## src/rtl/pulse_pacer.sv

```systemverilog
// Paces bursty event strobes into single-cycle pulses spaced MIN_GAP clock_a cycles apart.
// Define PULSE_PACER_COALESCE_EN to merge the backlog into a single pending flag.
module pulse_pacer #(
    parameter int CNT_W   = 4,
    parameter int MIN_GAP = 4
) (
    input  logic             clock_a,
    input  logic             async_rst_n,
    input  logic             event_in,
    input  logic             clear,
    output logic             pls_out,
    output logic [CNT_W-1:0] pending,
    output logic             overflow,
    output logic             busy,
    output logic [2:0]       state_dbg
);

    typedef enum logic [2:0] {
        S_IDLE  = 3'b001,
        S_PULSE = 3'b010,
        S_GAP   = 3'b100
    } state_e;

    localparam int               GAP_W    = 8;
    localparam logic [GAP_W-1:0] GAP_LOAD = GAP_W'(MIN_GAP - 2);
    localparam logic [CNT_W-1:0] CNT_MAX  = '1;

    state_e             state_q, state_d;
    logic [GAP_W-1:0]   gap_q, gap_d;
    logic [CNT_W-1:0]   pending_q, pending_d;
    logic               overflow_q, overflow_d;

    logic               in_idle;
    logic               in_gap;
    logic               has_pend;
    logic               gap_done;
    logic               start;

    // A clear in the same cycle as a would-be launch suppresses that launch.
    always_comb begin
        in_idle  = (state_q == S_IDLE);
        in_gap   = (state_q == S_GAP);
        has_pend = (pending_q != '0);
        gap_done = (gap_q == '0);
        start    = !clear && has_pend && (in_idle || (in_gap && gap_done));
    end

    always_comb begin
        state_d = state_q;
        gap_d   = gap_q;
        unique case (state_q)
            S_IDLE: begin
                if (start) begin
                    state_d = S_PULSE;
                end
            end
            S_PULSE: begin
                state_d = S_GAP;
                gap_d   = GAP_LOAD;
            end
            S_GAP: begin
                if (gap_done) begin
                    state_d = start ? S_PULSE : S_IDLE;
                end else begin
                    gap_d = gap_q - GAP_W'(1);
                end
            end
            default: begin
                state_d = S_IDLE;
                gap_d   = '0;
            end
        endcase
    end

`ifdef PULSE_PACER_COALESCE_EN
    logic evt_ok;

    // Bit 0 alone tracks "something pending"; a new event re-arms it even on a launch cycle.
    always_comb begin
        evt_ok       = event_in && !clear;
        pending_d    = '0;
        pending_d[0] = !clear && (evt_ok || (pending_q[0] && !start));
        overflow_d   = 1'b0;
    end
`else
    logic evt_ok;
    logic full;
    logic inc;

    // When full, an event is only accepted if a launch frees a slot on the same edge.
    always_comb begin
        evt_ok     = event_in && !clear;
        full       = (pending_q == CNT_MAX);
        inc        = evt_ok && (!full || start);
        pending_d  = pending_q;
        if (clear) begin
            pending_d = '0;
        end else if (inc && !start) begin
            pending_d = pending_q + CNT_W'(1);
        end else if (!inc && start) begin
            pending_d = pending_q - CNT_W'(1);
        end
        overflow_d = clear ? 1'b0 : (overflow_q || (evt_ok && full && !start));
    end
`endif

    always_ff @(posedge clock_a or negedge async_rst_n) begin
        if (!async_rst_n) begin
            state_q    <= S_IDLE;
            gap_q      <= '0;
            pending_q  <= '0;
            overflow_q <= 1'b0;
        end else begin
            state_q    <= state_d;
            gap_q      <= gap_d;
            pending_q  <= pending_d;
            overflow_q <= overflow_d;
        end
    end

    assign pls_out   = state_q[1];
    assign pending   = pending_q;
    assign overflow  = overflow_q;
    assign busy      = !state_q[0] || (pending_q != '0);
    assign state_dbg = state_q;

endmodule

```

## config.mk

```make
export PLATFORM = sky130hd
export DESIGN_NAME = pulse_pacer
export DESIGN_NICKNAME = d
export VERILOG_FILES = /design/src/rtl/pulse_pacer.sv
export SDC_FILE = /design/constraint.sdc
export NUM_CORES = 1
export LEC_CHECK = 0
export CAP_MARGIN = 20
export CORE_MARGIN = 3
export CORE_UTILIZATION = 30
export CTS_CLUSTER_DIAMETER = 100
export DETAILED_ROUTE_END_ITERATION = 7
export GPL_ROUTABILITY_DRIVEN = 0
export HOLD_SLACK_MARGIN = 0.03
export MAX_ROUTING_LAYER = met4
export PLACE_DENSITY = 0.52
export SLEW_MARGIN = 20
export SYNTH_ARGS = -nofsm -noshare
export SYNTH_HDL_FRONTEND = slang
export SYNTH_SLANG_ARGS = --single-unit
```

## constraint.sdc

```tcl
create_clock -name clock_a -period 3.8 [get_ports clock_a]
set_input_delay 0.76 -clock clock_a [delete_from_list [all_inputs] [get_ports clock_a]]
set_output_delay 0.76 -clock clock_a [all_outputs]
set_load 0.01 [all_outputs]
```

==> run_results.csv <==
group,metric,value,unit
critical_path,cp.buffers_inverters,1,
cells_and_area,layout.area.seq,402,um2
synth,synth_nets,115,
timing,fmax,0.335,GHz
route,drc,0,
route,vias,795,
synth,synth_warnings,0,
synth,synth_top_area_share,35.8,%
pwr,vdd_drop_max,0.000346,V
global_routing,grt_pass1_vias,785,
synth,yosysSeqAreaShare,38.4,%
clocking,clock-sinks,16,
critical_path,slowest_stage,"or3_1",
critical_path,startpoint_type,"input port",
synth,ys_seq_elements,16,
global_routing,antenna_found_initial,0,
floorplan,dieHeight,65.1,um
synth,yosys.area.top_type,"dfrtp_1",
floorplan,io-pin-count,14,
timing,hold_viol,0,
critical_path,path_delay_family,"compound AO/OA/AOI/OAI gates",
timing,rsz0062_at_grt,"no",
synth,syn_avg_cell_area,9.88,um2
floorplan,start_util,33.0,%
cells_and_area,finalNonFillerCells,167,
pwr,cellPowerDensity,795,mW/mm2
clocking,worst_skew_pair.late_latency,0.29,ns
floorplan,dieArea,0.00424,mm2
cells_and_area,fin_nets,133,
timing,finalCriticalPeriod,2.99,ns
pwr,power.leakage,0.535,nW
global_routing,gr-total-overflow,0,
floorplan,core,0.00318,mm2
critical_path,arrival,3.16,ns
global_routing,grt_max_degree,17,
synth,synthTopCellsByArea,"dfrtp_1 (36%), xor2_1 (5.0%), ha_1 (4.8%), nor2_1 (4.7%), nor4_4 (4.1%)",
clocking,cts-buffers-inserted,3,
timing,worstMarginPinSlew,0.731,ns
timing,clock_skew,0.00313,ns
clocking,clock_tree.root_cell,"clkbuf_4",
clocking,h-tree-depth,1,
synth,yosys-top-cells-count,"dfrtp_1 (15), nor2_1 (13), a21oi_1 (7), inv_1 (7)",
critical_path,ff2ff_path_depth,12,
status,status,"completed",
clocking,cts_tree,"built",
synth,ys_types,41,
route,first_iter_violations,35,
critical_path,worstPathCellList,"clkdlybuf4s50_1 -> or3_1 -> o21ba_1 -> nand2b_1 -> ha_1 -> a21o_1 -> a21oi_1 -> mux2i_1 -> mux2_1",
timing,finalCritPeriodShare,78.6,%
route,drtAntennaViolNets,0,
critical_path,r2r-start,"gap_q[0]",
route,first_pass_iters,4,
timing,slew_violations,0,
critical_path,end_kind,"register",
timing,fin_tns_setup,0,ns
clocking,clockBufferDepth,2,
synth,yosysMostFrequentCell,"dfrtp_1",
critical_path,r2r_end,"pending[3]",
floorplan,dieWidth,65.1,um
cells_and_area,multi_input_area,604,um2
clocking,cts.repair.resized,0,
cells_and_area,fillers,328,
synth,syn-instance-count,106,
synth,synth-main-ff-cell,"dfrtp_1",
critical_path,required,3.98,ns
global_routing,gr-usage-all-layers,11.2,%
critical_path,max_stage_delay,0.45,ns
critical_path,cp-endpoint,"pending[3]",
timing,max_slew_margin,51.1,%
critical_path,worst-path-max-fanout,6,
critical_path,cp.depth,9,
hold_path,hold_class,"reg2reg",
route,viasPerCell,4.76,
cells_and_area,area_growth,21.9,%
place,io_buffers,13,
flow_run,maxCapViolCount,0,
critical_path,critPathKind,"in2reg",
place,dp_hpwl,1570,um
synth,syn_area,0.00105,mm2
route,detail_route.wl_per_cell,12.3,um
floorplan,rows,20,
global_routing,grt_pass1_wl,3560,um
cells_and_area,antenna_cells,0,
synth,async_flop_share,100,%
cells_and_area,drive_gt1_share,10.6,%
clocking,postCtsHoldBufs,0,
timing,finalSetupViolCount,0,
clocking,cts_setup_buffers,0,
synth,synth-edff-count,0,
pwr,power,0.00101,W
route,finalWirelength,2060,um
clocking,path_clk_slew,0.09,ns
place,dp_cells,163,
critical_path,reg2reg_slack,0.85,ns
critical_path,crit_start,"clear",
## routing by layer
layer / vias up / part of all wire (%) / global-route usage [%] / routed length, um
met5: - / 0 / - / 0
met4: 0 / 0.92 / 2.33 / 19
met3: 2 / 3.8 / 4.85 / 78
met2: 12 / 40 / 15.1 / 829
met1: 365 / 55 / 15.7 / 1130
li1: 416 / - / - / -
## registers in the layout, indices dropped and copies added (netlist names)
signal,cells
state_dbg,3
overflow,1
pending,4
gap_q,8
## worst min-delay path, delay by kind of cell (launching register included)
| family | cells | cell delay (ns) |
|---|---|---|
| flops | 1 | 0.38 |
| compound gates | 1 | 0.05 |
| buf+inv | 1 | 0.06 |
## final cells by class
type	count	area share, %
clock buffer	4	2.84
inverter	7	2.06
multi-input combinational	80	47.4
sequential	16	31.5
tap	44	4.31
timing repair buffer	16	12.0
## worst min path at each step
stage | cells after the start | end | start
after floorplan | 0 | gap_q[0] | async_rst_n
after global placement | 2 | overflow | overflow
after detailed placement | 2 | overflow | overflow
after CTS | 2 | overflow | overflow
after global routing | 2 | overflow | overflow
final | 2 | overflow | overflow
## kinds of logic after synthesis
group / after synthesis / share of synthesized area (%)
simple gates: 39 / 23.7
compound gates: 25 / 17.6
flops: 16 / 38.4
buf+inv: 10 / 3.94
xor+xnor: 7 / 5.85
fa+ha+maj: 5 / 6.69
mux: 4 / 3.94
## placed cells by master (no fill, tap or decap), types with 2 or more instances in the layout
cell              n
a21oi_1           7
a22oi_1           2
buf_4             3
clkbuf_4          3
clkdlybuf4s50_1  13
dfrtp_1          15
ha_1              4
inv_1             7
mux2i_1           3
nand2_1           3
nor2_1           13
nor2b_1           6
nor3_1            4
nor4_4            2
o2111ai_1         2
o211ai_1          3
o21ai_0           2
xor2_1            6
## power breakdown
part / switching, W / total, W / internal [W]
registers: 0.0000947 / 0.000322 / 0.000227
logic: 0.000290 / 0.000580 / 0.000289
clock network: 0.0000545 / 0.000113 / 0.0000584
## stage by stage
stage	utilization, %	setup slack, ns	cell area (um2)	hold slack, ns
final	40.2	0.813	1280	0.525
after global routing	40.2	0.630	1280	0.571
after CTS	40.2	0.822	1280	0.527
after detailed placement	39.0	0.504	1240	0.512
after global placement	39.0	0.527	1240	0.508
after floorplan	-	0.944	1050	0.464
Power figures use the tool's default switching activity.
